`src/rtl/pixels_to_vector.sv`:
```
// Block-mean binarizer: averages each BLK x BLK block of a raster grayscale frame,
// thresholds the means and publishes one bit per block (bit = by*NCOL + bx, 1 = white).
module pixels_to_vector #(
  parameter int unsigned IMG_W = 160,
  parameter int unsigned IMG_H = 120,
  parameter int unsigned BLK   = 20,
  parameter int unsigned PIX_W = 8
) (
  input  logic                                      clk,
  input  logic                                      reset,
  input  logic                                      pix_valid,
  input  logic                                      pix_sof,
  input  logic [PIX_W-1:0]                          pix_data,
  input  logic [PIX_W-1:0]                          thresh,
  output logic [(IMG_W/BLK)*(IMG_H/BLK)-1:0]        vec_48,
  output logic                                      vec_valid,
  output logic                                      busy,
  output logic                                      frame_err
);

  localparam int unsigned NCOL  = IMG_W / BLK;
  localparam int unsigned NROW  = IMG_H / BLK;
  localparam int unsigned VEC_W = NCOL * NROW;
  localparam int unsigned ACC_W = $clog2(BLK * BLK * ((1 << PIX_W) - 1) + 1);
  localparam int unsigned CX_W  = (NCOL > 1) ? $clog2(NCOL) : 1;
  localparam int unsigned RY_W  = (NROW > 1) ? $clog2(NROW) : 1;
  localparam int unsigned S_W   = (BLK > 1) ? $clog2(BLK) : 1;

  typedef enum logic [1:0] {S_IDLE, S_ACCUM, S_DONE} state_t;

  state_t             state;
  logic [CX_W-1:0]    bx;
  logic [S_W-1:0]     sx;
  logic [RY_W-1:0]    by;
  logic [S_W-1:0]     sy;
  logic [ACC_W-1:0]   acc [NCOL];
  logic               row_done;
  logic [RY_W-1:0]    row_idx;
  logic               last_row;
  logic [PIX_W-1:0]   thresh_q;
  logic [VEC_W-1:0]   work_vec;
  logic [VEC_W-1:0]   pend_vec;
  logic               publish;

  logic               start;
  logic               closing;
  logic               accept;
  logic [ACC_W-1:0]   thr_full;
  logic [NCOL-1:0]    row_bits;
  logic [VEC_W-1:0]   work_next;

  // closing = the compare cycle of the final block row; the old frame is already complete
  assign start   = pix_valid && pix_sof;
  assign closing = row_done && last_row;
  assign accept  = pix_valid && !pix_sof && (state == S_ACCUM) && !closing;

  // Compare block sums against thresh*BLK*BLK so no division is needed
  always_comb begin
    thr_full  = ACC_W'(thresh_q) * ACC_W'(BLK * BLK);
    row_bits  = '0;
    work_next = work_vec;
    for (int c = 0; c < NCOL; c++) row_bits[c] = (acc[c] >= thr_full);
    for (int r = 0; r < NROW; r++) begin
      if (row_idx == RY_W'(r)) work_next[r*NCOL +: NCOL] = row_bits;
    end
  end

  always_ff @(posedge clk) begin
    if (reset) begin
      state     <= S_IDLE;
      bx        <= '0;
      sx        <= '0;
      by        <= '0;
      sy        <= '0;
      for (int c = 0; c < NCOL; c++) acc[c] <= '0;
      row_done  <= 1'b0;
      row_idx   <= '0;
      last_row  <= 1'b0;
      thresh_q  <= '0;
      work_vec  <= '0;
      pend_vec  <= '0;
      publish   <= 1'b0;
      vec_48    <= '0;
      vec_valid <= 1'b0;
      busy      <= 1'b0;
      frame_err <= 1'b0;
    end else begin
      vec_valid <= 1'b0;
      frame_err <= 1'b0;
      publish   <= 1'b0;

      if (publish) begin
        vec_48    <= pend_vec;
        vec_valid <= 1'b1;
      end

      // Row compare; the finished vector is staged separately so a new frame may start now
      if (row_done) begin
        row_done <= 1'b0;
        work_vec <= work_next;
        for (int c = 0; c < NCOL; c++) acc[c] <= '0;
        if (last_row) begin
          pend_vec <= work_next;
          publish  <= 1'b1;
        end
      end

      if (start) begin
        frame_err <= (state == S_ACCUM) && !closing;
        thresh_q  <= thresh;
        work_vec  <= '0;
        row_done  <= 1'b0;
        last_row  <= 1'b0;
        for (int c = 0; c < NCOL; c++) acc[c] <= '0;
        acc[0]    <= ACC_W'(pix_data);
        bx        <= '0;
        sx        <= S_W'(1);
        by        <= '0;
        sy        <= '0;
        state     <= S_ACCUM;
        busy      <= 1'b1;
      end else begin
        if (accept) begin
          acc[bx] <= (row_done ? ACC_W'(0) : acc[bx]) + ACC_W'(pix_data);
          if (sx == S_W'(BLK - 1)) begin
            sx <= '0;
            if (bx == CX_W'(NCOL - 1)) begin
              bx <= '0;
              if (sy == S_W'(BLK - 1)) begin
                sy       <= '0;
                row_done <= 1'b1;
                row_idx  <= by;
                last_row <= (by == RY_W'(NROW - 1));
                by       <= (by == RY_W'(NROW - 1)) ? RY_W'(0) : by + RY_W'(1);
              end else begin
                sy <= sy + S_W'(1);
              end
            end else begin
              bx <= bx + CX_W'(1);
            end
          end else begin
            sx <= sx + S_W'(1);
          end
        end
        if (closing) begin
          state <= S_DONE;
          busy  <= 1'b0;
        end else if (state == S_DONE) begin
          state <= S_IDLE;
        end
      end
    end
  end

endmodule

```
`config.mk`:
```
export PLATFORM = sky130hd
export DESIGN_NAME = pixels_to_vector
export DESIGN_NICKNAME = d
export VERILOG_FILES = /design/src/rtl/pixels_to_vector.sv
export SDC_FILE = /design/constraint.sdc
export NUM_CORES = 1
export LEC_CHECK = 0
export ABC_AREA = 1
export CORE_MARGIN = 2
export CORE_UTILIZATION = 27
export DETAILED_ROUTE_END_ITERATION = 6
export PLACE_DENSITY = 0.44
export SYNTH_ARGS = -nofsm -noshare
export SYNTH_HDL_FRONTEND = slang
export SYNTH_SLANG_ARGS = --single-unit
export TNS_END_PERCENT = 100
```
`constraint.sdc`:
```
create_clock -name clk -period 4.3 [get_ports clk]
set_clock_uncertainty 0.2 [all_clocks]
set_input_delay 0.645 -clock clk [delete_from_list [all_inputs] [get_ports clk]]
set_output_delay 0.645 -clock clk [all_outputs]
set_load 0.005 [all_outputs]
```
Word level (Yosys, flattened, before mapping)

Memory sizes are Yosys's and may differ from the RTL's. A register that Yosys moved wholly into a read port is not among the register bits.
Index checks and enable logic that the tools add are counted.

Add/subtract/negate cells: 5
$mul: 1
Order comparisons: 8
Equality and inequality tests: 11
Muxes and demuxes: 52
Bitwise operators: 22
Reductions and logical operators: 22

Operator list:

| cell                                                                   | count |
|---|---|
| 17-bit 2-to-1 mux                                                      | 18 |
| 17-bit greater-or-equal comparator                                     | 8 |
| 8-bit 2-to-1 mux                                                       | 6 |
| 1-bit 2-to-1 mux                                                       | 20 |
| 17-bit by 8-bit adder with 17-bit output                               | 1 |
| 1-bit OR                                                               | 17 |
| 8-bit by 5-bit multiplier with 13-bit output (second input constant)   | 1 |
| 3-bit equality test (second input constant)                            | 4 |
| 3-bit 2-to-1 mux                                                       | 4 |
| 5-bit by 1-bit adder with 5-bit output (second input constant)         | 2 |
| 5-bit equality test (second input constant)                            | 2 |
| 5-bit 2-to-1 mux                                                       | 2 |
| 3-bit by 1-bit adder with 3-bit output (second input constant)         | 2 |
| 3-bit by 2-bit equality test with 1-bit output (second input constant) | 2 |
| 1-bit logical AND                                                      | 6 |
| 2-bit nonzero test                                                     | 3 |
| 2-bit OR reduction                                                     | 3 |
| 1-bit NOT                                                              | 5 |
| 5-bit AND reduction                                                    | 1 |
| 5-bit OR reduction                                                     | 1 |
| 2-bit 2-to-1 mux                                                       | 2 |
| 2-bit AND reduction                                                    | 2 |
| 4-bit AND reduction                                                    | 1 |
| 3-bit by 1-bit equality test with 1-bit output (second input constant) | 1 |
| other kinds (6)                                                        | 7 |

Flip-flop bits (word level): 179
Memory bits (writable): 136
Input bits: 20
Output and inout port bits: 51
Word-level logic and storage cells: 140
Memories kept: 1

Memories:

| memory | depth | bits a word | read ports | clocked after memory_dff | wr ports | RTL line | source |
|---|---|---|---|---|---|---|---|
| acc    | 8     | 17          | 9          | 1                        | 9        | 36       | `logic [ACC_W-1:0] acc [NCOL];` |

Longest topological paths before layout

Gate-level depths: netlist of the first run.

Depth in word-level cells: 8
Depth in mapped cells: 25

Least setup slack after synthesis of the first run

No wires, ideal clock.

Path kind: register to register
From: reg thresh_q[3]
To: reg work_vec[5]
Library setup time: 0.129 ns
Arrival time: 3.642 ns
Required time: 3.971 ns
Setup slack: 0.329 ns
Cell stages (with the launch flop): 25
Buffers on the path: 0
Clock period less this slack: 3.971 ns
Cells stage by stage: dfxtp_1 -> ha_1 -> ha_1 -> inv_1 -> fa_1 -> inv_1 -> ha_1 -> inv_1 -> nand2_1 -> nand2_1 -> xor2_1 -> ha_1 -> nand2_1 -> o21bai_1 -> nand2_1 -> nor2_1 -> nand2_1 -> nand2_1 -> nand3b_1 -> nand2_1 -> nand2_1 -> nand2_1 -> nand3_1 -> nand2_1 -> o21ai_0

Word-level cells in the longest chain between the ends: 3

Ends and longest elaborated chain:

| item                                         | RTL line | source |
|---|---|---|
| from (decl)                                  | 40       | `logic [PIX_W-1:0] thresh_q;` |
| from (signal assigned)                       | 110      | `thresh_q <= thresh;` |
| 8-bit by 5-bit multiplier with 13-bit output | 59       | `thr_full = ACC_W'(thresh_q) * ACC_W'(BLK * BLK);` |
| 17-bit greater-or-equal comparator           | 62       | `for (int c = 0; c < NCOL; c++) row_bits[c] = (acc[c] >= thr_full);` |
| 8-bit 2-to-1 mux                             | 64       | `if (row_idx == RY_W'(r)) work_next[r*NCOL +: NCOL] = row_bits;` |
| to (signal assigned)                         | 100      | `work_vec <= work_next;` |
| to (decl)                                    | 41       | `logic [VEC_W-1:0] work_vec;` |

Every way passes these cells.
A chain may end at the register's enable or synchronous reset.

Final worst setup path of the first run

From: reg thresh_q[3]
To: reg work_vec[41]

The elaborated chain is that of the path after synthesis.

==> results of run 1 <==
==> registers in the layout, summed over array words and instances, names as in the netlist, 2 cells and up, named ones only <==
name	count
by	3
sy	5
vec_48	48
sx	5
pend_vec	48
bx	3
thresh_q	8
state	2
acc	136
row_idx	3
work_vec	48
==> synthesized netlist by cell type (all sizes together) <==
cell / count
a31oi: 8
nand4: 3
dfxtp: 182
buf: 28
xnor2: 5
nor4: 2
o211a: 2
o21ai: 244
o221ai: 1
fa: 4
nor3b: 4
nand3: 124
or2: 52
a41oi: 1
and2: 1
o21bai: 5
xor2: 16
nand2: 375
inv: 154
clkbuf: 59
clkinv: 2
o211ai: 8
o22ai: 7
nor2: 384
ha: 129
edfxtp: 136
a21oi: 114
nor3: 13
a211oi: 4
nand3b: 12
==> timing repair <==
action / 4_1_cts / 5_1_grt
endpoints found under the hold margin: 0 / 0
gates resized for setup: 17 / 106
pin swaps: 4 / 36
setup endpoints to repair: 96 / 117
setup buffers: 3 / 3
==> layout make-up <==
type / count / area share, %
Timing Repair Buffer: 165 / 7.10
Inverter: 156 / 2.83
Clock inverter: 17 / 0.967
Sequential cell: 318 / 37.4
Tap cell: 790 / 4.77
Multi-Input combinational cell: 1518 / 41.5
Clock buffer: 55 / 5.51
==> power by group <==
group	switching, mW	internal, mW	total (mW)
Sequential	0.0478	3.22	3.27
Clock	1.40	2.05	3.45
Combinational	0.719	0.415	1.13
==> how the worst max path moves through the flow <==
stage                            from      endpoint  slack [ps]  depth (start not counted)
after floorplan           thresh_q[3]   work_vec[5]         330                         24
after global placement    thresh_q[3]  work_vec[34]        -310                         24
after detailed placement  thresh_q[3]  work_vec[34]        -310                         24
after CTS                 thresh_q[3]  work_vec[39]          -7                         26
after global routing      thresh_q[3]  work_vec[37]         -30                         26
final                     thresh_q[3]  work_vec[41]         220                         25
==> worst max-delay path: stages, from the launching register on <==
cell and delay (ps):
sky130_fd_sc_hd__dfxtp_4 360, sky130_fd_sc_hd__ha_4 230, sky130_fd_sc_hd__ha_1 270, sky130_fd_sc_hd__inv_1 50, sky130_fd_sc_hd__fa_1 490, sky130_fd_sc_hd__inv_2 50, sky130_fd_sc_hd__ha_4 230, sky130_fd_sc_hd__inv_1 80
sky130_fd_sc_hd__nand2_2 80, sky130_fd_sc_hd__nand2_4 80, sky130_fd_sc_hd__xor2_4 210, sky130_fd_sc_hd__ha_1 290, sky130_fd_sc_hd__nand2_2 100, sky130_fd_sc_hd__o21bai_1 110, sky130_fd_sc_hd__nand2_1 60, sky130_fd_sc_hd__nor2_1 90
sky130_fd_sc_hd__nand2_1 90, sky130_fd_sc_hd__nand2_1 70, sky130_fd_sc_hd__nand3_1 70, sky130_fd_sc_hd__nand2_1 80, sky130_fd_sc_hd__nand2_1 60, sky130_fd_sc_hd__nand2_1 110, sky130_fd_sc_hd__buf_4 150, sky130_fd_sc_hd__nand3_1 80
sky130_fd_sc_hd__nand2_1 140, sky130_fd_sc_hd__o21ai_0 90
==> logic make-up after synthesis <==
family | Yosys count | synth area share [%]
and+or+nand+nor | 970 | 24.3
buffers and inverters | 243 | 5.76
xor gates and xnor gates | 21 | 1.28
AOI/OAI and AO/OA | 394 | 12.3
DFF | 318 | 46.2
adders and majority gates | 133 | 10.1
==> metal layers <==
metal | routed length, um | track usage (%) | vias to the layer above | part of all wire, %
met2 | 23700 | 26.3 | 322 | 44
li1 | - | - | 7168 | -
met5 | 0 | 0 | - | 0
met3 | 2960 | 3.16 | 81 | 5.5
met1 | 26200 | 23.9 | 6833 | 48
met4 | 1280 | 4.90 | 0 | 2.4
==> Flow_metrics.wiki, run 1 <==
{| class="wikitable"
! Metric !! Value
|-
| Diode count || 0
|-
| Cell area after layout || 20700 um2
|-
| Area of combinational cells with multiple inputs || 8580 um2
|-
| Clock buffer count from CTS || 40
|-
| Final setup violation count || 0
|-
| Post-CTS clock slew at the launch and capture registers of the worst setup and hold paths || 60 ps
|-
| Aggregate negative setup slack || 0 ps
|-
| Outcome || finished, final reports clean
|-
| Fillcell total || 6456
|-
| Top-area cell type share of the netlist area || 24.4%
|-
| Kind of start point of the critical path || flip-flop
|-
| Count of nets after finishing || 2352
|-
| Layout cells sized above 1 || 14.8%
|-
| Area growth from synthesis to layout || 23.8%
|-
| Core area || 61500 um2
|-
| Count of state elements after synthesis || 318
|-
| Start point of the worst min-delay path || work_vec[42]
|-
| Post-synth net total || 2232
|-
| Class of the most critical hold timing path || reg -> reg
|-
| Endpoint required time on the critical path || 4530 ps
|-
| Worst flop-to-flop path startpoint || thresh_q[3]
|-
| Dpl cell area || 18700 um2
|-
| Starting DRC count in detailed routing || 1127
|-
| Utilization of the core after routing || 33.7%
|-
| Warning count from the yosys run || 0
|-
| End of the worst hold path || work_vec[42]
|-
| Number of design rule violations left after detail routing || 0
|-
| Commonest non-fill, non-tap cells in the layout || sky130_fd_sc_hd__nor2_1 (377), sky130_fd_sc_hd__nand2_1 (324), sky130_fd_sc_hd__o21ai_0 (221)
|-
| Fraction of the cycle the final worst path needs || 94.9%
|-
| Number of sinks on the clock net || 318
|-
| Clock latency reported for the late side of the worst-skew pair || 570 ps
|-
| Height of the die || 253 um
|-
| Final cell count without fillers || 3019
|-
| Worst R2R End || work_vec[41]
|-
| Hold slack || 249 ps
|-
| DPL Wire Length || 38600 um
|-
| Hold buffer count at cts || 0
|-
| Maximum resistive drop on vdd || 0.289 mV
|-
| Die Outline Area || 63900 um2
|-
| Type of destination of the critical path || flip-flop
|-
| Vias in the first global route || 14200
|-
| Width of the die || 253 um
|-
| Final Hold Fails || 0
|-
| Sequential cell area fraction in the yosys report || 46.2%
|-
| Number of antenna violations at the first check in global routing || 0
|-
| Initial cell density of the core || 27.2%
|-
| TritonCTS clock tree || built
|-
| Number of different library cells in the post-synthesis netlist || 42
|-
| Critical path data arrival time || 4310 ps
|-
| FF-to-FF setup slack || 220 ps
|-
| H-tree levels || 2
|-
| Buffers added on ports || 70
|-
| Power after layout || 7.85 mW
|-
| Crit path max fanout || 4
|-
| Setup ws final || 218 ps
|-
| Top cells by area in the synthesized netlist || sky130_fd_sc_hd__edfxtp_1 (24%), sky130_fd_sc_hd__dfxtp_1 (22%), sky130_fd_sc_hd__ha_1 (9.7%), sky130_fd_sc_hd__nor2_1 (8.5%), sky130_fd_sc_hd__nand2_1 (8.2%)
|-
| Start-to-end type of the worst setup path || reg -> reg
|-
| Cell leakage power || 8.79 nW
|-
| Clk root buf || sky130_fd_sc_hd__clkbuf_16
|-
| Timing-limited maximum frequency || 245 MHz
|-
| Commonest non-fill, non-tap cell in the layout || sky130_fd_sc_hd__nor2_1
|-
| Number of top-level design ports || 71
|-
| Number of cells in the design after placement || 2941
|-
| Routability congestion estimate from global placement || 0.850
|-
| Placement-stage worst setup slack || -314 ps
|-
| Min-Delay Path Depth || 2
|-
| Routed length per instance || 17.9 um
|-
| Total vias in the final route || 14400
|-
| Sequential cell area || 7730 um2
|-
| Routed wire length || 54100 um
|-
| Number of pins with negative max-slew slack in the final report || 0
|-
| Wire length of the first global-routing pass || 83300 um
|-
| Sum of overflow across all layers after global routing || 0
|-
| Antenna viol nets, final || 0
|-
| Number of cells on the worst reg-to-reg path || 25
|-
| Power density over the cells || 379 nW/um2
|-
| Synth Cell Area || 16700 um2
|-
| Overall track demand over capacity in global routing || 16.9%
|-
| Clock period minus worst slack || 4080 ps
|-
| Via-to-Cell Ratio || 4.77
|-
| Mean post-synth cell area || 8.04 um2
|-
| Worst slew margin relative to its limit || 14.8%
|-
| Placement Rows || 91
|-
| 1st-pass router iterations || 6
|-
| Clock Path Buffers || 3
|-
| Pin count of the biggest net entering global routing || 100
|-
| Max cap viols || 0
|-
| Post-synthesis instance total || 2079
|-
| Actual slew at the worst max-slew pin || 1270 ps
|-
| Post-synth top area cell || sky130_fd_sc_hd__edfxtp_1
|}
(Power assumes the default switching activity.)
==> run 2: changes to the inputs <==
--- a/config.mk
+++ b/config.mk
@@ -7,9 +7,9 @@
 export LEC_CHECK = 0
 export ABC_AREA = 1
 export CORE_MARGIN = 2
-export CORE_UTILIZATION = 27
+export CORE_UTILIZATION = 35
 export DETAILED_ROUTE_END_ITERATION = 6
-export PLACE_DENSITY = 0.44
+export PLACE_DENSITY = 0.53
 export SYNTH_ARGS = -nofsm -noshare
 export SYNTH_HDL_FRONTEND = slang
 export SYNTH_SLANG_ARGS = --single-unit
==> run 2 against run 1 <==
Effect of this change:
- global-route usage rose by 3.6 points
- die area down 23%
- critical path depth did not move
- first-iteration DRC count fell by 6.7%
- maximum frequency decreased by 0.36%
- utilization grew 8.8 points
- sequential power about the same
- power is 4.7% lower
- highest routed layer is now met5
==> Flow_metrics.wiki, run 2 (synthesis gave the netlist of run 1 again) <==
{| class="wikitable"
! Metric !! Value
|-
| TritonCTS clock tree || built
|-
| Outcome || finished, final reports clean
|-
| Routability congestion estimate from global placement || 0.893 (+5.1%)
|-
| Clk root buf || sky130_fd_sc_hd__clkbuf_16
|-
| Total vias in the final route || 14300 (-0.71%)
|-
| Start-to-end type of the worst setup path || reg -> reg
|-
| Overall track demand over capacity in global routing || 20.6% (+3.6 points)
|-
| Commonest non-fill, non-tap cell in the layout || sky130_fd_sc_hd__nor2_1
|-
| Number of top-level design ports || 71 (unchanged)
|-
| Width of the die || 223 um (-12%)
|-
| Actual slew at the worst max-slew pin || 1270 ps (-4.20 ps)
|-
| Via-to-Cell Ratio || 5.06 (+6.1%)
|-
| Largest register FFs || 136 (unchanged)
|-
| Worst slew margin relative to its limit || 15.1% (+0.28 points)
|-
| Starting DRC count in detailed routing || 1052 (-6.7%)
|-
| Final Hold Fails || 0 (unchanged)
|-
| Number of cells in the design after placement || 2754 (-6.4%)
|-
| Standard cell with the maximum stage delay on the critical path || sky130_fd_sc_hd__fa_1
|-
| Aggregate negative setup slack || 0 ps (unchanged)
|-
| Type of destination of the critical path || flip-flop
|-
| Antenna viol nets, final || 0 (unchanged)
|-
| Routed length per instance || 17.9 um (about the same)
|-
| Endpoint required time on the critical path || 4520 ps (about the same)
|-
| Most frequent cell on the critical path || sky130_fd_sc_hd__nand2_1
|-
| Number of sinks on the clock net || 318 (unchanged)
|-
| Vias in the first global route || 14100 (-0.47%)
|-
| Worst flop-to-flop path startpoint || thresh_q[3]
|-
| Count of nets after finishing || 2337 (-0.64%)
|-
| Net switching component of the power || 2.04 mW (-5.9%)
|-
| 1st-pass router iterations || 5 (-1)
|-
| Start point of the worst min-delay path || work_vec[40]
|-
| Beginning of the critical path || thresh_q[3]
|-
| Timing-limited maximum frequency || 244 MHz (-0.36%)
|-
| Class of the most critical hold timing path || reg -> reg
|-
| Crit path max fanout || 8 (+4)
|-
| DPL Wire Length || 36400 um (-5.8%)
|-
| Height of the die || 223 um (-12%)
|-
| Kind of start point of the critical path || flip-flop
|-
| Number of pins with negative max-slew slack in the final report || 0 (unchanged)
|-
| Placement Rows || 80 (-12%)
|-
| Number of design rule violations left after detail routing || 0 (unchanged)
|-
| Clock period minus worst slack || 4100 ps (+14.7 ps)
|-
| Pin count of the biggest net entering global routing || 115 (+15%)
|-
| Clock buffer count from CTS || 37 (-7.5%)
|-
| Portion of total power attributed to the clock network || 42.1% (-1.8 points)
|-
| Maximum resistive drop on vdd || 0.272 mV (-5.9%)
|-
| Largest stage delay on the critical path || 560 ps (+70 ps)
|-
| Layout cells sized above 1 || 13.0% (-1.8 points)
|-
| Clock latency reported for the late side of the worst-skew pair || 560 ps (about the same)
|-
| Clock Path Buffers || 3 (unchanged)
|-
| Diode count || 0 (unchanged)
|-
| Routed wire length || 50700 um (-6.4%)
|-
| Total internal power || 5.45 mW (-4.2%)
|-
| Switching part of the total || 27.2% (-0.37 points)
|-
| Fillcell total || 4798 (-26%)
|-
| Number of antenna violations at the first check in global routing || 1 (+1)
|-
| Die Outline Area || 49500 um2 (-23%)
|-
| Sum of overflow across all layers after global routing || 0 (unchanged)
|-
| Commonest non-fill, non-tap cells in the layout || sky130_fd_sc_hd__nor2_1 (378), sky130_fd_sc_hd__nand2_1 (337), sky130_fd_sc_hd__o21ai_0 (227)
|-
| Initial cell density of the core || 35.2% (+8.0 points)
|-
| Hold buffer count at cts || 0 (unchanged)
|-
| Critical path data arrival time || 4310 ps (about the same)
|-
| Cell leakage power || 8.68 nW (-1.2%)
|-
| Post-CTS clock slew at the launch and capture registers of the worst setup and hold paths || 60 ps (about the same)
|-
| Final setup violation count || 0 (unchanged)
|-
| Area growth from synthesis to layout || 20.5%
|-
| Register with the highest flop count || acc
|-
| Proportion of power drawn by combinational gates || 14.3% (about the same)
|-
| Power density over the cells || 371 nW/um2 (-2.0%)
|-
| Buffers added on ports || 70 (unchanged)
|-
| Wire length of the first global-routing pass || 79800 um (-4.2%)
|-
| Fraction of the cycle the final worst path needs || 95.3% (+0.34 points)
|-
| Max cap viols || 0 (unchanged)
|-
| Cell area after layout || 20100 um2 (-2.7%)
|-
| Power after layout || 7.48 mW (-4.7%)
|-
| Flop pwr share || 43.7% (+2.1 points)
|-
| Core area || 47400 um2 (-23%)
|-
| Final cell count without fillers || 2825 (-6.4%)
|-
| Dpl cell area || 18500 um2 (-1.4%)
|-
| H-tree levels || 2 (unchanged)
|}
run 2: cell types whose count changed in the layout (fill, tap and decap cells not counted), moves of 6 or more:
cell and change:
sky130_fd_sc_hd__nand2_2 -13, sky130_fd_sc_hd__nand2_1 +13, sky130_fd_sc_hd__a21oi_2 -10, sky130_fd_sc_hd__clkbuf_1 -8, sky130_fd_sc_hd__o21ai_0 +6, sky130_fd_sc_hd__buf_4 -16, sky130_fd_sc_hd__a21oi_1 +11
run 2: worst max-delay path: cells and delay by family, from the launching register on:
family / cells / cell delay [ps]
adder cells (fa/ha/maj): 5 / 1550
AND/OR/NAND/NOR: 14 / 1100
buffers and inverters: 3 / 400
XOR/XNOR: 1 / 170
AO/OA/AOI/OAI: 2 / 180
flip-flops: 1 / 370
run 2: power groups by stage:
stage | clock network, mW | logic, mW | registers (mW)
2_1_floorplan | 0 | 0.611 | 3.31
3_3_place_gp | 0 | 0.963 | 3.33
3_5_place_dp | 0 | 0.971 | 3.33
4_1_cts | 3.22 | 0.997 | 3.27
5_1_grt | 3.31 | 1.20 | 3.28
6_report | 3.15 | 1.07 | 3.27
run 2: area by class of cell:
type                    count  area (um2)  share of cell area [%]
inverters                 156         588                    2.92
flip-flops and latches    318        7730                    38.4
multi-input cells        1518        8430                    41.9
repair buffers            153        1420                    7.04
well taps                 615         769                    3.82
clock inverters            20         176                   0.876
clock buffers              45        1030                    5.10
run 2: per-layer routing:
metal	vias up	part of all wire (%)	global-route usage [%]
met4	2	2.5	6.34
met2	323	45	32.6
met5	-	0.016	0
met3	76	4.5	2.75
li1	7132	-	-
met1	6769	48	29.1
run 2: final timing paths:
kind                                endpoint  slack (ps)  cells after the start
worst min-delay path            work_vec[40]         250                      2
worst max register to register  pend_vec[27]         200                     25
worst max-delay path            pend_vec[27]         200                     25
worst min register to register  work_vec[40]         250                      2
run 2: through the flow:
step | setup WS, ps | hold slack (ps) | util, %
6_report | 204 | 248 | 42.5
4_1_cts | 7.07 | 253 | 41.7
2_1_floorplan | 329 | 221 | -
3_3_place_gp | -408 | 230 | 38.9
5_1_grt | -19.3 | 272 | 42.5
3_5_place_dp | -427 | 237 | 38.9
run 2: repair_timing:
item | in CTS | in global routing
gates cloned | 0 | 0
endpoints found under the setup margin | 96 | 135
endpoints found under the hold margin | 0 | 0
pin swaps | 3 | 37
setup buffers | 1 | 5
resized for setup | 16 | 70
==> run 3: changes to the inputs <==
--- a/config.mk
+++ b/config.mk
@@ -9,6 +9,7 @@
 export CORE_MARGIN = 2
 export CORE_UTILIZATION = 35
 export DETAILED_ROUTE_END_ITERATION = 6
+export GPL_TIMING_DRIVEN = 0
 export PLACE_DENSITY = 0.53
 export SYNTH_ARGS = -nofsm -noshare
 export SYNTH_HDL_FRONTEND = slang
==> run 3 against run 2 <==
Effect of this change:
- design area increased by 2.4%
- count of clock-buffer cells in the layout increased by 10
- non-clock buffer count increased by 21
- sequential power about the same
- setup slack got worse by 62 ps
- first-iteration DRC count increased by 3.9%
- wire length increased by 4.7%
==> Flow_metrics.wiki, run 3 (synthesis gave the netlist of run 1 again) <==
{| class="wikitable"
! Metric !! Value
|-
| Layout cells sized above 1 || 15.0% (+2.0 points)
|-
| Actual slew at the worst max-slew pin || 1320 ps (+53.2 ps)
|-
| Crit path max fanout || 19 (+11)
|-
| Count of nets after finishing || 2359 (+0.94%)
|-
| Post-CTS clock slew at the launch and capture registers of the worst setup and hold paths || 60 ps (about the same)
|-
| Number of pins with negative max-slew slack in the final report || 0 (unchanged)
|-
| Timing-limited maximum frequency || 240 MHz (-1.5%)
|-
| Initial cell density of the core || 35.2% (unchanged)
|-
| Proportion of power drawn by combinational gates || 15.1% (+0.8 points)
|-
| Maximum resistive drop on vdd || 0.249 mV (-8.5%)
|-
| Placement Rows || 80 (unchanged)
|-
| Routability congestion estimate from global placement || 0.894 (+0.16%)
|-
| Max cap viols || 0 (unchanged)
|-
| Fraction of the cycle the final worst path needs || 96.7% (+1.4 points)
|-
| Height of the die || 223 um (unchanged)
|-
| Utilization of the core after routing || 43.5% (+1.0 points)
|-
| Commonest non-fill, non-tap cells in the layout || sky130_fd_sc_hd__nor2_1 (376), sky130_fd_sc_hd__nand2_1 (297), sky130_fd_sc_hd__o21ai_0 (214)
|-
| Critical path data arrival time || 4190 ps (-120 ps)
|-
| Overall track demand over capacity in global routing || 21.3% (+0.67 points)
|-
| Width of the die || 223 um (unchanged)
|-
| Clk root buf || sky130_fd_sc_hd__clkbuf_16
|-
| Net switching component of the power || 2.12 mW (+3.8%)
|-
| Clock buffer count from CTS || 38 (+2.7%)
|-
| Hold buffer count at cts || 0 (unchanged)
|-
| Sum of overflow across all layers after global routing || 0 (unchanged)
|-
| Portion of total power attributed to the clock network || 41.9% (-0.2 points)
|-
| Clock Path Buffers || 3 (unchanged)
|-
| Class of the most critical hold timing path || reg -> reg
|-
| Wire length of the first global-routing pass || 81400 um (+2.0%)
|-
| Area of combinational cells with multiple inputs || 8960 um2 (+6.3%)
|-
| Routed length per instance || 18.6 um (+3.9%)
|-
| Pin count of the biggest net entering global routing || 20 (-83%)
|-
| Number of antenna violations at the first check in global routing || 0 (-1)
|-
| Final setup violation count || 0 (unchanged)
|-
| Commonest non-fill, non-tap cell in the layout || sky130_fd_sc_hd__nor2_1
|-
| Endpoint required time on the critical path || 4330 ps (-190 ps)
|-
| Area growth from synthesis to layout || 23.4%
|-
| Start-to-end type of the worst setup path || reg -> reg
|-
| Setup ws final || 142 ps (-62.0 ps)
|-
| DPL Wire Length || 39600 um (+8.7%)
|-
| Die Outline Area || 49500 um2 (unchanged)
|-
| 1st-pass router iterations || 5 (unchanged)
|-
| Buffers added on ports || 69 (-1.4%)
|-
| Power density over the cells || 369 nW/um2 (-0.67%)
|-
| Hold slack || 251 ps (+3.31 ps)
|-
| Core area || 47400 um2 (unchanged)
|-
| Routed wire length || 53100 um (+4.7%)
|-
| Total internal power || 5.50 mW (+0.93%)
|-
| Number of cells in the design after placement || 2763 (+0.33%)
|-
| Type of destination of the critical path || flip-flop
|-
| Register with the highest flop count || acc
|-
| Outcome || finished, final reports clean
|-
| Antenna viol nets, final || 0 (unchanged)
|-
| Kind of start point of the critical path || flip-flop
|-
| Via-to-Cell Ratio || 5.16 (+1.9%)
|-
| Vias in the first global route || 14300 (+1.3%)
|-
| Unrepaired setup endpoints after global routing || yes
|-
| Sequential cell area || 7750 um2 (+0.16%)
|-
| Largest register FFs || 136 (unchanged)
|-
| Flop pwr share || 43.0% (-0.7 points)
|-
| FF-to-FF setup slack || 140 ps (-60 ps)
|-
| Total vias in the final route || 14700 (+2.6%)
|-
| Placement-stage worst setup slack || -1310 ps (-881 ps)
|-
| Number of design rule violations left after detail routing || 0 (unchanged)
|-
| Number of top-level design ports || 71 (unchanged)
|-
| Diode count || 0 (unchanged)
|-
| Final cell count without fillers || 2846 (+0.74%)
|-
| Clock latency reported for the late side of the worst-skew pair || 540 ps (-20 ps)
|-
| Final Hold Fails || 0 (unchanged)
|-
| Starting DRC count in detailed routing || 1093 (+3.9%)
|-
| H-tree levels || 2 (unchanged)
|-
| Clock period minus worst slack || 4160 ps (+62.0 ps)
|-
| TritonCTS clock tree || built
|-
| Worst slew margin relative to its limit || 11.4% (-3.7 points)
|-
| Cell leakage power || 8.70 nW (+0.21%)
|-
| Aggregate negative setup slack || 0 ps (unchanged)
|-
| Switching part of the total || 27.8% (+0.56 points)
|-
| Fillcell total || 4750 (-1.0%)
|-
| Number of sinks on the clock net || 318 (unchanged)
|}
-- run 3: repair_timing --
item                       CTS  global route
gates resized for setup    103           142
setup endpoints to repair  224           192
pin swaps                   23            65
buffers inserted            15             8
-- run 3: final cells by class --
| class | count | share of cell area (%) |
|---|---|---|
| inverter | 156 | 2.87 |
| clock inverter | 10 | 0.382 |
| sequential | 318 | 37.5 |
| clock buffer | 55 | 5.51 |
| tap | 615 | 3.73 |
| timing repair buffer | 91 | 4.45 |
| buffer | 83 | 2.06 |
| multi-input combinational | 1518 | 43.4 |
-- run 3: worst paths after layout --
path | depth (start not counted) | from | to
hold reg to reg | 2 | work_vec[37] | work_vec[37]
hold / removal | 2 | work_vec[37] | work_vec[37]
setup reg to reg | 13 | flip-flop | acc[0][3]
setup / recovery | 13 | flip-flop | acc[0][3]
-- run 3: metrics by stage --
stage	cell area [um2]	total power [mW]
global placement	18200	4.28
detailed placement	18200	4.28
CTS	20000	7.55
finish	20600	7.61
floorplan	16700	3.92
global route	20600	7.88
-- run 3: power groups by stage --
stage,clock (mW),sequential [mW],combinational [mW]
after floorplan,0,3.31,0.611
after CTS,3.23,3.27,1.05
after detailed placement,0,3.34,0.947
final,3.19,3.27,1.15
after global routing,3.33,3.28,1.26
after global placement,0,3.34,0.940
-- run 3: critical path, cell delays in order, from the launching register on --
cell	delay [ps]
sky130_fd_sc_hd__dfxtp_4	370
sky130_fd_sc_hd__inv_4	120
sky130_fd_sc_hd__buf_12	180
sky130_fd_sc_hd__buf_8	170
sky130_fd_sc_hd__clkbuf_8	190
sky130_fd_sc_hd__nor2_1	50
sky130_fd_sc_hd__o211ai_1	340
sky130_fd_sc_hd__nand2_1	200
sky130_fd_sc_hd__a31oi_4	230
sky130_fd_sc_hd__ha_1	300
sky130_fd_sc_hd__a21oi_1	140
sky130_fd_sc_hd__nand2_1	90
sky130_fd_sc_hd__xnor2_1	1020
sky130_fd_sc_hd__o21ai_0	230
-- run 3: routing by layer --
layer | routed length, um | vias to the layer above | GRT usage [%]
met5 | 0 | - | 0
met4 | 1220 | 0 | 5.33
met3 | 3590 | 69 | 4.07
met2 | 23600 | 409 | 34.0
met1 | 24700 | 7023 | 29.5
li1 | - | 7178 | -
